File: config.mk
export PLATFORM = sky130hd
export DESIGN_NAME = decode_stage
export DESIGN_NICKNAME = d
export VERILOG_FILES = /design/src/rtl/decode_pkg.sv /design/src/rtl/decode_comb.sv /design/src/rtl/decode_stage.sv
export SDC_FILE = /design/constraint.sdc
export NUM_CORES = 1
export LEC_CHECK = 0
export CORE_UTILIZATION = 48
export CTS_CLUSTER_DIAMETER = 30
export DETAILED_ROUTE_END_ITERATION = 8
export PLACE_DENSITY = 0.84
export REMOVE_ABC_BUFFERS = 1
export SYNTH_ARGS = -nofsm -noshare
export SYNTH_HDL_FRONTEND = slang
export SYNTH_SLANG_ARGS = --single-unit
File: constraint.sdc
create_clock -name clk -period 6.9 [get_ports clk]
set_input_delay 0.69 -clock clk [delete_from_list [all_inputs] [get_ports clk]]
set_output_delay 0.69 -clock clk [all_outputs]
set_load 0.05 [all_outputs]
File: src/rtl/decode_pkg.sv
// Shared decode types: ALU op encoding, opcodes and the
// decoded-instruction bundle passed from decode to execute.
package decode_pkg;

    typedef enum logic [4:0] {
        ALU_ADD, ALU_SUB, ALU_SLL, ALU_SLT, ALU_SLTU,
        ALU_XOR, ALU_SRL, ALU_SRA, ALU_OR, ALU_AND,
        ALU_PASSB,
        ALU_MUL, ALU_MULH, ALU_MULHSU, ALU_MULHU,
        ALU_DIV, ALU_DIVU, ALU_REM, ALU_REMU,
        ALU_ADDW, ALU_SUBW, ALU_SLLW, ALU_SRLW, ALU_SRAW,
        ALU_MULW, ALU_DIVW, ALU_DIVUW, ALU_REMW, ALU_REMUW
    } alu_op_t;

    localparam logic [6:0] OP        = 7'b0110011;
    localparam logic [6:0] OP_IMM    = 7'b0010011;
    localparam logic [6:0] LOAD      = 7'b0000011;
    localparam logic [6:0] STORE     = 7'b0100011;
    localparam logic [6:0] BRANCH    = 7'b1100011;
    localparam logic [6:0] JAL       = 7'b1101111;
    localparam logic [6:0] JALR      = 7'b1100111;
    localparam logic [6:0] LUI       = 7'b0110111;
    localparam logic [6:0] AUIPC     = 7'b0010111;
    localparam logic [6:0] OP_32     = 7'b0111011;
    localparam logic [6:0] OP_IMM_32 = 7'b0011011;

    typedef struct packed {
        logic [4:0] rs1;
        logic [4:0] rs2;
        logic [4:0] rd;
        logic       rs1_valid;
        logic       rs2_valid;
        logic       wr_en;
        logic [2:0] funct3;
        alu_op_t    alu_op;
        logic       is_branch;
        logic       is_jal;
        logic       is_jalr;
        logic       is_load;
        logic       is_store;
        logic       is_lui;
        logic       is_auipc;
        logic       illegal;
    } dec_t;

    // funct3 -> base integer op (bit 30 handled by the caller)
    function automatic alu_op_t base_op(input logic [2:0] f3);
        case (f3)
            3'd0:    return ALU_ADD;
            3'd1:    return ALU_SLL;
            3'd2:    return ALU_SLT;
            3'd3:    return ALU_SLTU;
            3'd4:    return ALU_XOR;
            3'd5:    return ALU_SRL;
            3'd6:    return ALU_OR;
            default: return ALU_AND;
        endcase
    endfunction

    // funct3 -> M-extension op; enum order follows funct3
    function automatic alu_op_t m_op(input logic [2:0] f3);
        return alu_op_t'(ALU_MUL + {2'b00, f3});
    endfunction

endpackage

File: src/rtl/decode_comb.sv
// Combinational RV32/RV64 instruction decoder: fields,
// immediate, class flags, ALU op and illegal detection.
module decode_comb
    import decode_pkg::*;
#(
    parameter int XLEN     = 32,
    parameter bit ENABLE_M = 1'b1
) (
    input  logic [31:0]     instr,
    output dec_t            dec,
    output logic [XLEN-1:0] imm
);

    localparam bit RV64 = (XLEN == 64);

    logic [6:0]      opc;
    logic [6:0]      f7;
    logic [2:0]      f3;
    logic [XLEN-1:0] imm_i;
    logic [XLEN-1:0] imm_s;
    logic [XLEN-1:0] imm_b;
    logic [XLEN-1:0] imm_u;
    logic [XLEN-1:0] imm_j;
    logic            rd_v;
    logic            ill;

    assign opc = instr[6:0];
    assign f3  = instr[14:12];
    assign f7  = instr[31:25];

    assign imm_i = XLEN'($signed(instr[31:20]));
    assign imm_s = XLEN'($signed({instr[31:25], instr[11:7]}));
    assign imm_b = XLEN'($signed({instr[31], instr[7],
                                  instr[30:25], instr[11:8], 1'b0}));
    assign imm_u = XLEN'($signed({instr[31:12], 12'b0}));
    assign imm_j = XLEN'($signed({instr[31], instr[19:12],
                                  instr[20], instr[30:21], 1'b0}));

    // Opcode-directed decode; illegal encodings collapse to a safe NOP-like bundle
    always_comb begin
        dec        = '0;
        dec.rs1    = instr[19:15];
        dec.rs2    = instr[24:20];
        dec.rd     = instr[11:7];
        dec.funct3 = f3;
        dec.alu_op = ALU_ADD;
        imm        = '0;
        rd_v       = 1'b0;
        ill        = 1'b0;
        unique case (1'b1)
            (opc == OP): begin
                rd_v = 1'b1;
                dec.rs1_valid = 1'b1;
                dec.rs2_valid = 1'b1;
                if (f7 == 7'h00)
                    dec.alu_op = base_op(f3);
                else if (f7 == 7'h20 && f3 == 3'd0)
                    dec.alu_op = ALU_SUB;
                else if (f7 == 7'h20 && f3 == 3'd5)
                    dec.alu_op = ALU_SRA;
                else if (f7 == 7'h01 && ENABLE_M)
                    dec.alu_op = m_op(f3);
                else
                    ill = 1'b1;
            end
            (opc == OP_IMM): begin
                rd_v = 1'b1;
                dec.rs1_valid = 1'b1;
                imm = imm_i;
                if (f3 == 3'd1) begin
                    dec.alu_op = ALU_SLL;
                    ill = (instr[31:26] != 6'd0) || (!RV64 && instr[25]);
                end else if (f3 == 3'd5) begin
                    dec.alu_op = instr[30] ? ALU_SRA : ALU_SRL;
                    ill = ({instr[31], instr[29:26]} != 5'd0)
                        || (!RV64 && instr[25]);
                end else begin
                    dec.alu_op = base_op(f3);
                end
            end
            (opc == LOAD): begin
                rd_v = 1'b1;
                dec.rs1_valid = 1'b1;
                dec.is_load = 1'b1;
                imm = imm_i;
                ill = !((f3 inside {3'd0, 3'd1, 3'd2, 3'd4, 3'd5})
                    || (RV64 && (f3 == 3'd3 || f3 == 3'd6)));
            end
            (opc == STORE): begin
                dec.rs1_valid = 1'b1;
                dec.rs2_valid = 1'b1;
                dec.is_store = 1'b1;
                imm = imm_s;
                ill = f3[2] || (f3 == 3'd3 && !RV64);
            end
            (opc == BRANCH): begin
                dec.rs1_valid = 1'b1;
                dec.rs2_valid = 1'b1;
                dec.is_branch = 1'b1;
                dec.alu_op = ALU_SUB;
                imm = imm_b;
                ill = (f3[2:1] == 2'b01);
            end
            (opc == JAL): begin
                rd_v = 1'b1;
                dec.is_jal = 1'b1;
                imm = imm_j;
            end
            (opc == JALR): begin
                rd_v = 1'b1;
                dec.rs1_valid = 1'b1;
                dec.is_jalr = 1'b1;
                imm = imm_i;
                ill = (f3 != 3'd0);
            end
            (opc == LUI): begin
                rd_v = 1'b1;
                dec.is_lui = 1'b1;
                dec.alu_op = ALU_PASSB;
                imm = imm_u;
            end
            (opc == AUIPC): begin
                rd_v = 1'b1;
                dec.is_auipc = 1'b1;
                imm = imm_u;
            end
            (RV64 && opc == OP_32): begin
                rd_v = 1'b1;
                dec.rs1_valid = 1'b1;
                dec.rs2_valid = 1'b1;
                if (f7 == 7'h00 && f3 == 3'd0)
                    dec.alu_op = ALU_ADDW;
                else if (f7 == 7'h00 && f3 == 3'd1)
                    dec.alu_op = ALU_SLLW;
                else if (f7 == 7'h00 && f3 == 3'd5)
                    dec.alu_op = ALU_SRLW;
                else if (f7 == 7'h20 && f3 == 3'd0)
                    dec.alu_op = ALU_SUBW;
                else if (f7 == 7'h20 && f3 == 3'd5)
                    dec.alu_op = ALU_SRAW;
                else if (f7 == 7'h01 && ENABLE_M && f3 == 3'd0)
                    dec.alu_op = ALU_MULW;
                else if (f7 == 7'h01 && ENABLE_M && f3[2])
                    dec.alu_op = alu_op_t'(ALU_DIVW + {3'b000, f3[1:0]});
                else
                    ill = 1'b1;
            end
            (RV64 && opc == OP_IMM_32): begin
                rd_v = 1'b1;
                dec.rs1_valid = 1'b1;
                imm = imm_i;
                if (f3 == 3'd0)
                    dec.alu_op = ALU_ADDW;
                else if (f3 == 3'd1 && f7 == 7'h00)
                    dec.alu_op = ALU_SLLW;
                else if (f3 == 3'd5 && f7 == 7'h00)
                    dec.alu_op = ALU_SRLW;
                else if (f3 == 3'd5 && f7 == 7'h20)
                    dec.alu_op = ALU_SRAW;
                else
                    ill = 1'b1;
            end
            default: ill = 1'b1;
        endcase
        if (ill) begin
            rd_v = 1'b0;
            imm = '0;
            dec.alu_op = ALU_ADD;
            dec.rs1_valid = 1'b0;
            dec.rs2_valid = 1'b0;
            {dec.is_branch, dec.is_jal, dec.is_jalr, dec.is_load,
             dec.is_store, dec.is_lui, dec.is_auipc} = '0;
        end
        dec.wr_en   = rd_v && (dec.rd != 5'd0);
        dec.illegal = ill;
    end

endmodule

File: src/rtl/decode_stage.sv
// Registered decode stage: valid/ready handshake, flush,
// load-use hazard stall and a one-entry output register.
module decode_stage
    import decode_pkg::*;
#(
    parameter int XLEN     = 32,
    parameter bit ENABLE_M = 1'b1,
    parameter int PC_W     = 32
) (
    input  logic            clk,
    input  logic            rst,
    input  logic            in_valid,
    output logic            in_ready,
    input  logic [PC_W-1:0] in_pc,
    input  logic [31:0]     in_instr,
    input  logic            flush,
    output logic            out_valid,
    input  logic            out_ready,
    output logic [PC_W-1:0] out_pc,
    output logic [4:0]      out_rs1,
    output logic [4:0]      out_rs2,
    output logic [4:0]      out_rd,
    output logic            out_rs1_valid,
    output logic            out_rs2_valid,
    output logic            out_wr_en,
    output logic [XLEN-1:0] out_imm,
    output logic [2:0]      out_funct3,
    output logic [4:0]      out_alu_op,
    output logic            out_is_branch,
    output logic            out_is_jal,
    output logic            out_is_jalr,
    output logic            out_is_load,
    output logic            out_is_store,
    output logic            out_is_lui,
    output logic            out_is_auipc,
    output logic            out_illegal
);

    dec_t            dec;
    dec_t            q;
    logic [XLEN-1:0] dec_imm;
    logic [XLEN-1:0] q_imm;
    logic [PC_W-1:0] q_pc;
    logic            q_valid;
    logic            hazard;
    logic            accept;

    decode_comb #(
        .XLEN     (XLEN),
        .ENABLE_M (ENABLE_M)
    ) u_comb (
        .instr (in_instr),
        .dec   (dec),
        .imm   (dec_imm)
    );

    // A held load whose rd feeds the incoming instruction blocks it for one cycle
    assign hazard = q_valid && q.is_load && (q.rd != 5'd0)
                 && ((dec.rs1_valid && dec.rs1 == q.rd)
                  || (dec.rs2_valid && dec.rs2 == q.rd));

    assign in_ready = !flush && !hazard && (!q_valid || out_ready);
    assign accept   = in_valid && in_ready;

    // Output register: flush kills, accept loads, drain empties, stall holds
    always_ff @(posedge clk) begin
        if (rst) begin
            q_valid <= 1'b0;
            q       <= '0;
            q_imm   <= '0;
            q_pc    <= '0;
        end else if (flush) begin
            q_valid <= 1'b0;
        end else if (accept) begin
            q_valid <= 1'b1;
            q       <= dec;
            q_imm   <= dec_imm;
            q_pc    <= in_pc;
        end else if (out_ready) begin
            q_valid <= 1'b0;
        end
    end

    assign out_valid     = q_valid;
    assign out_pc        = q_pc;
    assign out_rs1       = q.rs1;
    assign out_rs2       = q.rs2;
    assign out_rd        = q.rd;
    assign out_rs1_valid = q.rs1_valid;
    assign out_rs2_valid = q.rs2_valid;
    assign out_wr_en     = q.wr_en;
    assign out_imm       = q_imm;
    assign out_funct3    = q.funct3;
    assign out_alu_op    = q.alu_op;
    assign out_is_branch = q.is_branch;
    assign out_is_jal    = q.is_jal;
    assign out_is_jalr   = q.is_jalr;
    assign out_is_load   = q.is_load;
    assign out_is_store  = q.is_store;
    assign out_is_lui    = q.is_lui;
    assign out_is_auipc  = q.is_auipc;
    assign out_illegal   = q.illegal;

endmodule

### After elaboration in Yosys (flattened, before gate mapping)

Cells that the tools add are included.

| storage, ports and cells | value |
|---|---|
| logic and storage cells | 112 |
| flip-flop bits (word level) | 99 |

| cells by class | value |
|---|---|
| eq/ne operators | 20 |
| mux-type cells | 34 |
| bitwise logic cells | 1 |
| reduce and logical (&&, ||, !) cells | 37 |
| add/subtract/negate cells | 1 |

Operator list:

| cell | count |
|---|---|
| 32-bit case mux with 5 select lines | 1 |
| 32-bit 2-to-1 mux | 1 |
| 5-bit 2-to-1 mux | 6 |
| 7-bit by 6-bit equality test with 1-bit output (second input constant) | 4 |
| 4-bit case mux with 7 select lines | 1 |
| 7-bit equality test (second input constant) | 3 |
| 1-bit 2-to-1 mux | 20 |
| 4-bit case mux with 5 select lines | 1 |
| 5-bit case mux with 4 select lines | 1 |
| 5-bit nonzero test | 4 |
| 7-bit by 5-bit equality test with 1-bit output (second input constant) | 2 |
| 12-bit 2-to-1 mux | 1 |
| 1-bit logical AND | 11 |
| 5-bit equality test | 2 |
| 3-bit equality test (second input constant) | 3 |
| 3-bit OR reduction | 3 |
| 7-bit by 1-bit equality test with 1-bit output (second input constant) | 1 |
| 7-bit by 2-bit equality test with 1-bit output (second input constant) | 1 |
| 7-bit zero test | 1 |
| 1-bit case mux with 7 select lines | 1 |
| 7-bit OR reduction | 1 |
| 3-bit by 2-bit equality test with 1-bit output (second input constant) | 2 |
| 6-bit nonzero test | 1 |
| 6-bit OR reduction | 1 |
| 12 further kinds | 20 |

### Depth between registers and ports, before layout

| logic depth | value |
|---|---|
| word-level depth | 15 |
| mapped depth | 13 |
| depth with buffers taken out | 9 |

### Cells and area by module

Synthesis repeated with hierarchy kept, for this count alone.

| unflattened totals | value |
|---|---|
| cells, all modules | 674 |
| area, all modules | 5941.9 um^2 |

By module, submodules not included:

| module | cells an instance | area each (um^2) | seq. area each (um^2) | times used |
|---|---|---|---|---|
| decode_stage | 451 | 4558.1 | 1981.9 | 1 |
| decode_comb | 223 | 1383.8 | 0.0 | 1 |

### Worst setup path after synthesis

OpenSTA, ideal clock, no wires.

| path | value |
|---|---|
| kind | input -> output |
| start point | in in_instr[13] |
| end point | out in_ready |
| arrival time | 2537 ps |
| setup slack | 3673 ps |
| buffers on the path | 2 |
| stages | 9 |
| required time | 6210 ps |
| path through | clkbuf_1 inv_1 ha_1 and3b_1 a2111oi_0 a211oi_1 nand4_2 buf_6 o31a_1 |

| on the way | value |
|---|---|
| cells in the longest elaborated chain, start to end | 13 |

Ends and longest elaborated chain:

| what | line | RTL |
|---|---|---|
| from (decl) | decode_stage.sv:15 | `input logic [31:0] in_instr,` |
| 3-bit equality test | decode_comb.sv:59, decode_comb.sv:73, decode_comb.sv:86 |  |
| 1-bit logical AND | decode_comb.sv:59 | `else if (f7 == 7'h20 && f3 == 3'd5)` |
| 1-bit 2-to-1 mux | decode_comb.sv:59 |  |
| 1-bit 2-to-1 mux | decode_comb.sv:57 | `else if (f7 == 7'h20 && f3 == 3'd0)` |
| 1-bit 2-to-1 mux | decode_comb.sv:55 | `if (f7 == 7'h00)` |
| 1-bit case mux with 7 select lines (*) | decode_comb.sv:50 | `unique case (1'b1)` |
| 2-bit 2-to-1 mux (*) | decode_comb.sv:165 | `if (ill) begin` |
| 1-bit logical AND, on equally long branches | decode_stage.sv:59, decode_stage.sv:60 |  |
| 1-bit logical OR (*) | decode_stage.sv:60 | `\|\| (dec.rs2_valid && dec.rs2 == q.rd));` |
| 1-bit logical AND (*) | decode_stage.sv:59 | `&& ((dec.rs1_valid && dec.rs1 == q.rd)` |
| 1-bit zero test (*) | decode_stage.sv:62 | `assign in_ready = !flush && !hazard && (!q_valid \|\| out_ready);` |
| 1-bit logical AND (*) (2 in a row) | decode_stage.sv:62 |  |
| to (decl) | decode_stage.sv:13 | `output logic in_ready,` |

Every way passes the cells marked *; elsewhere a longest branch is shown, timed or not.

### Worst setup path after layout

Ends and elaborated chain as after synthesis.

==> results.cfg <==
[detailed_routing]
vias = 4678
drt_iter0_drc = 323
wl_mm = 13.3
vias_per_cell = 5.54
postRouteAntennaNets = 0
firstDrtPassIters = 6
drcViolationCount = 0
wl_per_cell_um = 15.7

[clock_tree]
cts.sinks = 99
clock_path_buffers = 2
root_buffer = clkbuf_8
clkTransAtPathRegs_ps = 90
cts_tree = yes
htreeDepth = 3
clkLatencyLatePin_ps = 370
cts_hold_buf = 0
ctsResizeCount = 0
cts_post_setup_buffers_inserted = 0
cts_buffers = 9

[setup_path]
reg2reg_depth = 8
cpMaxStageDelayCell = clkdlybuf4s50_1
cp_slowest_stage_delay_ps = 700
path_cells = clkdlybuf4s50_1 > inv_1 > ha_1 > mux2i_1 > o21a_1 > o21ai_0 > nand4_2 > o31a_1 > clkdlybuf4s50_1
crit_path_end_kind = output pin
critPathBufInv = 3
path_max_fanout = 12
path_class = input port to output pin
r2r_slack_ps = 3820
crit_top_cell = clkdlybuf4s50_1
cp.arrival_ps = 3860
crit_cells = 9
rr_endpoint = out_imm[30]$_SDFFE_PP0P_
cp_top_family = buffers and inverters
cp-start-kind = input port
worstPathRequired_ps = 6210
r2r-start = out_rd[0]$_SDFFE_PP0P_

[global_route]
grt-ovfl-total = 0
grt.met3_usage = 0.0337
grt_pass1_vias = 4328
antenna_found_initial = 0
grt_max_degree = 80
grt_pass1_wl_mm = 20.9
grtUsageTotal = 0.262
grt_use_met1 = 0.341
use_met2 = 0.434
grt-busiest-layer = met2

[placed_design]
dp_hpwl_mm = 9.33
dpl_worst_slack_ps = 2270
gp_congestion = 0.953
numPortBuffers = 168

[floorplanning]
design.core.area_sq_mm = 0.00924
rows = 35
fp.dieW_um = 99.7
ios = 169
die_h_um = 99.7
start_util = 0.496
die_area_sq_mm = 0.00995

[synthesis]
synth_top_area_share = 0.432
yosys-top-cells-area = dfxtp_1, nand2_1, a21oi_1, nand3b_1, o31ai_1
synth_top_family_by_area = simple AND/OR/NAND/NOR gates
ys.flop_type = dfxtp_1
synth_xor_area_frac = 0.0191
synth_warnings = 0
syn_area_per_cell_sq_um = 7.98
synthArstFlopShare = 0
synth-simple-area-share = 0.246
yosys.cell_types.count = 57
synthAdderAreaFrac = 0.0164
synth_compound_area_frac = 0.222
postSynthRegisterBits = 99
synth_edf_count = 0
synth_area_sq_mm = 0.00459
netlist_instances = 575
ys_seq_area_frac = 0.432
yosys.area.top_type = dfxtp_1
synthMuxAreaShare = 0.00437

[outcome]
outcome = completed

[run]
maxCapViolCount = 0

[hold_path]
min_path_type = flip-flop to flip-flop
hold_path_depth = 2
hp-start = out_wr_en$_SDFFE_PP0P_
holdPathEnd = out_wr_en$_SDFFE_PP0P_

[finish]
area_growth_pct = 39.9
register_area_sq_mm = 0.00198
layout-drive-gt1-share = 0.0405
n_antenna_cell = 0
fill_cells = 751
multi_input_area_sq_mm = 0.00235
nNetsFinal = 786

[sta]
setup_tns_ps = 0
tightest_slew_ps = 985
fin_crit_ps = 4550
setup_viol = 0
rsz0062_at_grt = false
setup_ws_ps = 2350
max-slew-margin-rel = 0.343
fin_skew_ps = 14.4
fmax_mhz = 220
finalCritPeriodShare = 0.659
finalMaxSlewViolations = 0
hold_viol = 0

[power_and_ir_drop]
total_leakage_power_nw = 2.22
p_sw_mw = 0.383
pwr-share-seq = 0.498
powerDensity_mw_per_mm2 = 188
p_int_mw = 0.825
peakVddDrop_mv = 0.145
clkPwrFrac = 0.295
comb_power_share = 0.207
switching_share = 0.317
total_power_mw = 1.21
sequential cells by signal (all words and copies together) (netlist names), 3 cells and up:
signal	count
out_pc	32
out_funct3	3
out_rs2	5
out_imm	32
out_alu_op	5
out_rs1	5
out_rd	5
tightest hold or removal path, cell delays in order, from the launching register on:
cell and delay, ps:
dfxtp_1 320, nand2_1 50, a21oi_1 50
cell usage in the layout (no fill, tap or decap), types with 3 or more instances in the layout:
master and instances:
clkdlybuf4s50_1 167, nand2_1 140, dfxtp_1 99, a21oi_1 95, nor2_1 20, nand3b_1 18
nand3_1 16, o31ai_1 15, o21ai_0 12, o21bai_1 11, clkbuf_8 9, inv_1 7
nor3_1 7, xnor2_1 6, nor2b_1 6, ha_1 6, or3_1 5, nand2b_1 5
a211oi_1 5, a22oi_1 5, xor2_1 4, nor4_1 3, a221oi_1 3, o211ai_1 3
clkinv_4 3
synth_stat cells, drive strengths merged (3+ instances only):
| cell | number |
|---|---|
| a22oi | 5 |
| clkbuf | 18 |
| nor3 | 7 |
| nand2 | 141 |
| xor2 | 4 |
| nor2 | 21 |
| o211ai | 3 |
| o31ai | 16 |
| nand2b | 5 |
| nand3b | 18 |
| o21bai | 12 |
| inv | 7 |
| a211oi | 6 |
| ha | 6 |
| buf | 28 |
| a221oi | 3 |
| dfxtp | 99 |
| nor4 | 4 |
| a21oi | 95 |
| and3b | 3 |
| nand3 | 16 |
| o21ai | 13 |
| xnor2 | 6 |
| or3 | 5 |
| nor2b | 6 |
worst max-delay path by stage:
stage                                to         start
3_5_place_dp   out_imm[30]$_SDFFE_PP0P_  in_instr[13]
3_3_place_gp   out_imm[30]$_SDFFE_PP0P_  in_instr[13]
2_1_floorplan  out_imm[30]$_SDFFE_PP0P_  in_instr[13]
4_1_cts                        in_ready  in_instr[13]
6_report                       in_ready  in_instr[13]
5_1_grt                        in_ready  in_instr[13]
cells by family after synthesis:
family                     count (synthesis)
muxes                                      2
buffers and inverters                     53
xor gates and xnor gates                  10
DFF                                       99
and+or+nand+nor                          237
adders and majority gates                  6
AOI/OAI and AO/OA                        168
metrics by stage:
step            util  hold slack (ps)  cell area, sq um  cells
2_1_floorplan      -              670              4340    529
3_3_place_gp   0.674              441              6230    829
3_5_place_dp   0.674              446              6230    829
4_1_cts        0.694              460              6420    845
5_1_grt        0.694              482              6420    845
6_report       0.694              458              6420    845
layout make-up:
cell class                 instances  share of cell area
multi-input combinational        423               0.366
inverter                           7             0.00410
clock buffer                      10              0.0199
clock inverter                     6             0.00956
tap                              129              0.0252
timing repair buffer             171               0.267
sequential                        99               0.309
metal layers:
layer	share of wire	vias to the layer above	wire, um
met4	0.028	0	370
met2	0.49	189	6530
met1	0.42	2193	5570
met3	0.059	36	784
li1	-	2260	-
met5	0	-	0
power groups by stage:
stage / Sequential (mW) / Combinational [mW] / Clock (mW)
finish: 0.602 / 0.250 / 0.356
CTS: 0.602 / 0.249 / 0.363
detailed placement: 0.615 / 0.248 / 0
global route: 0.605 / 0.265 / 0.385
floorplan: 0.680 / 0.0647 / 0
global placement: 0.614 / 0.244 / 0
(Power assumes the default switching activity.)
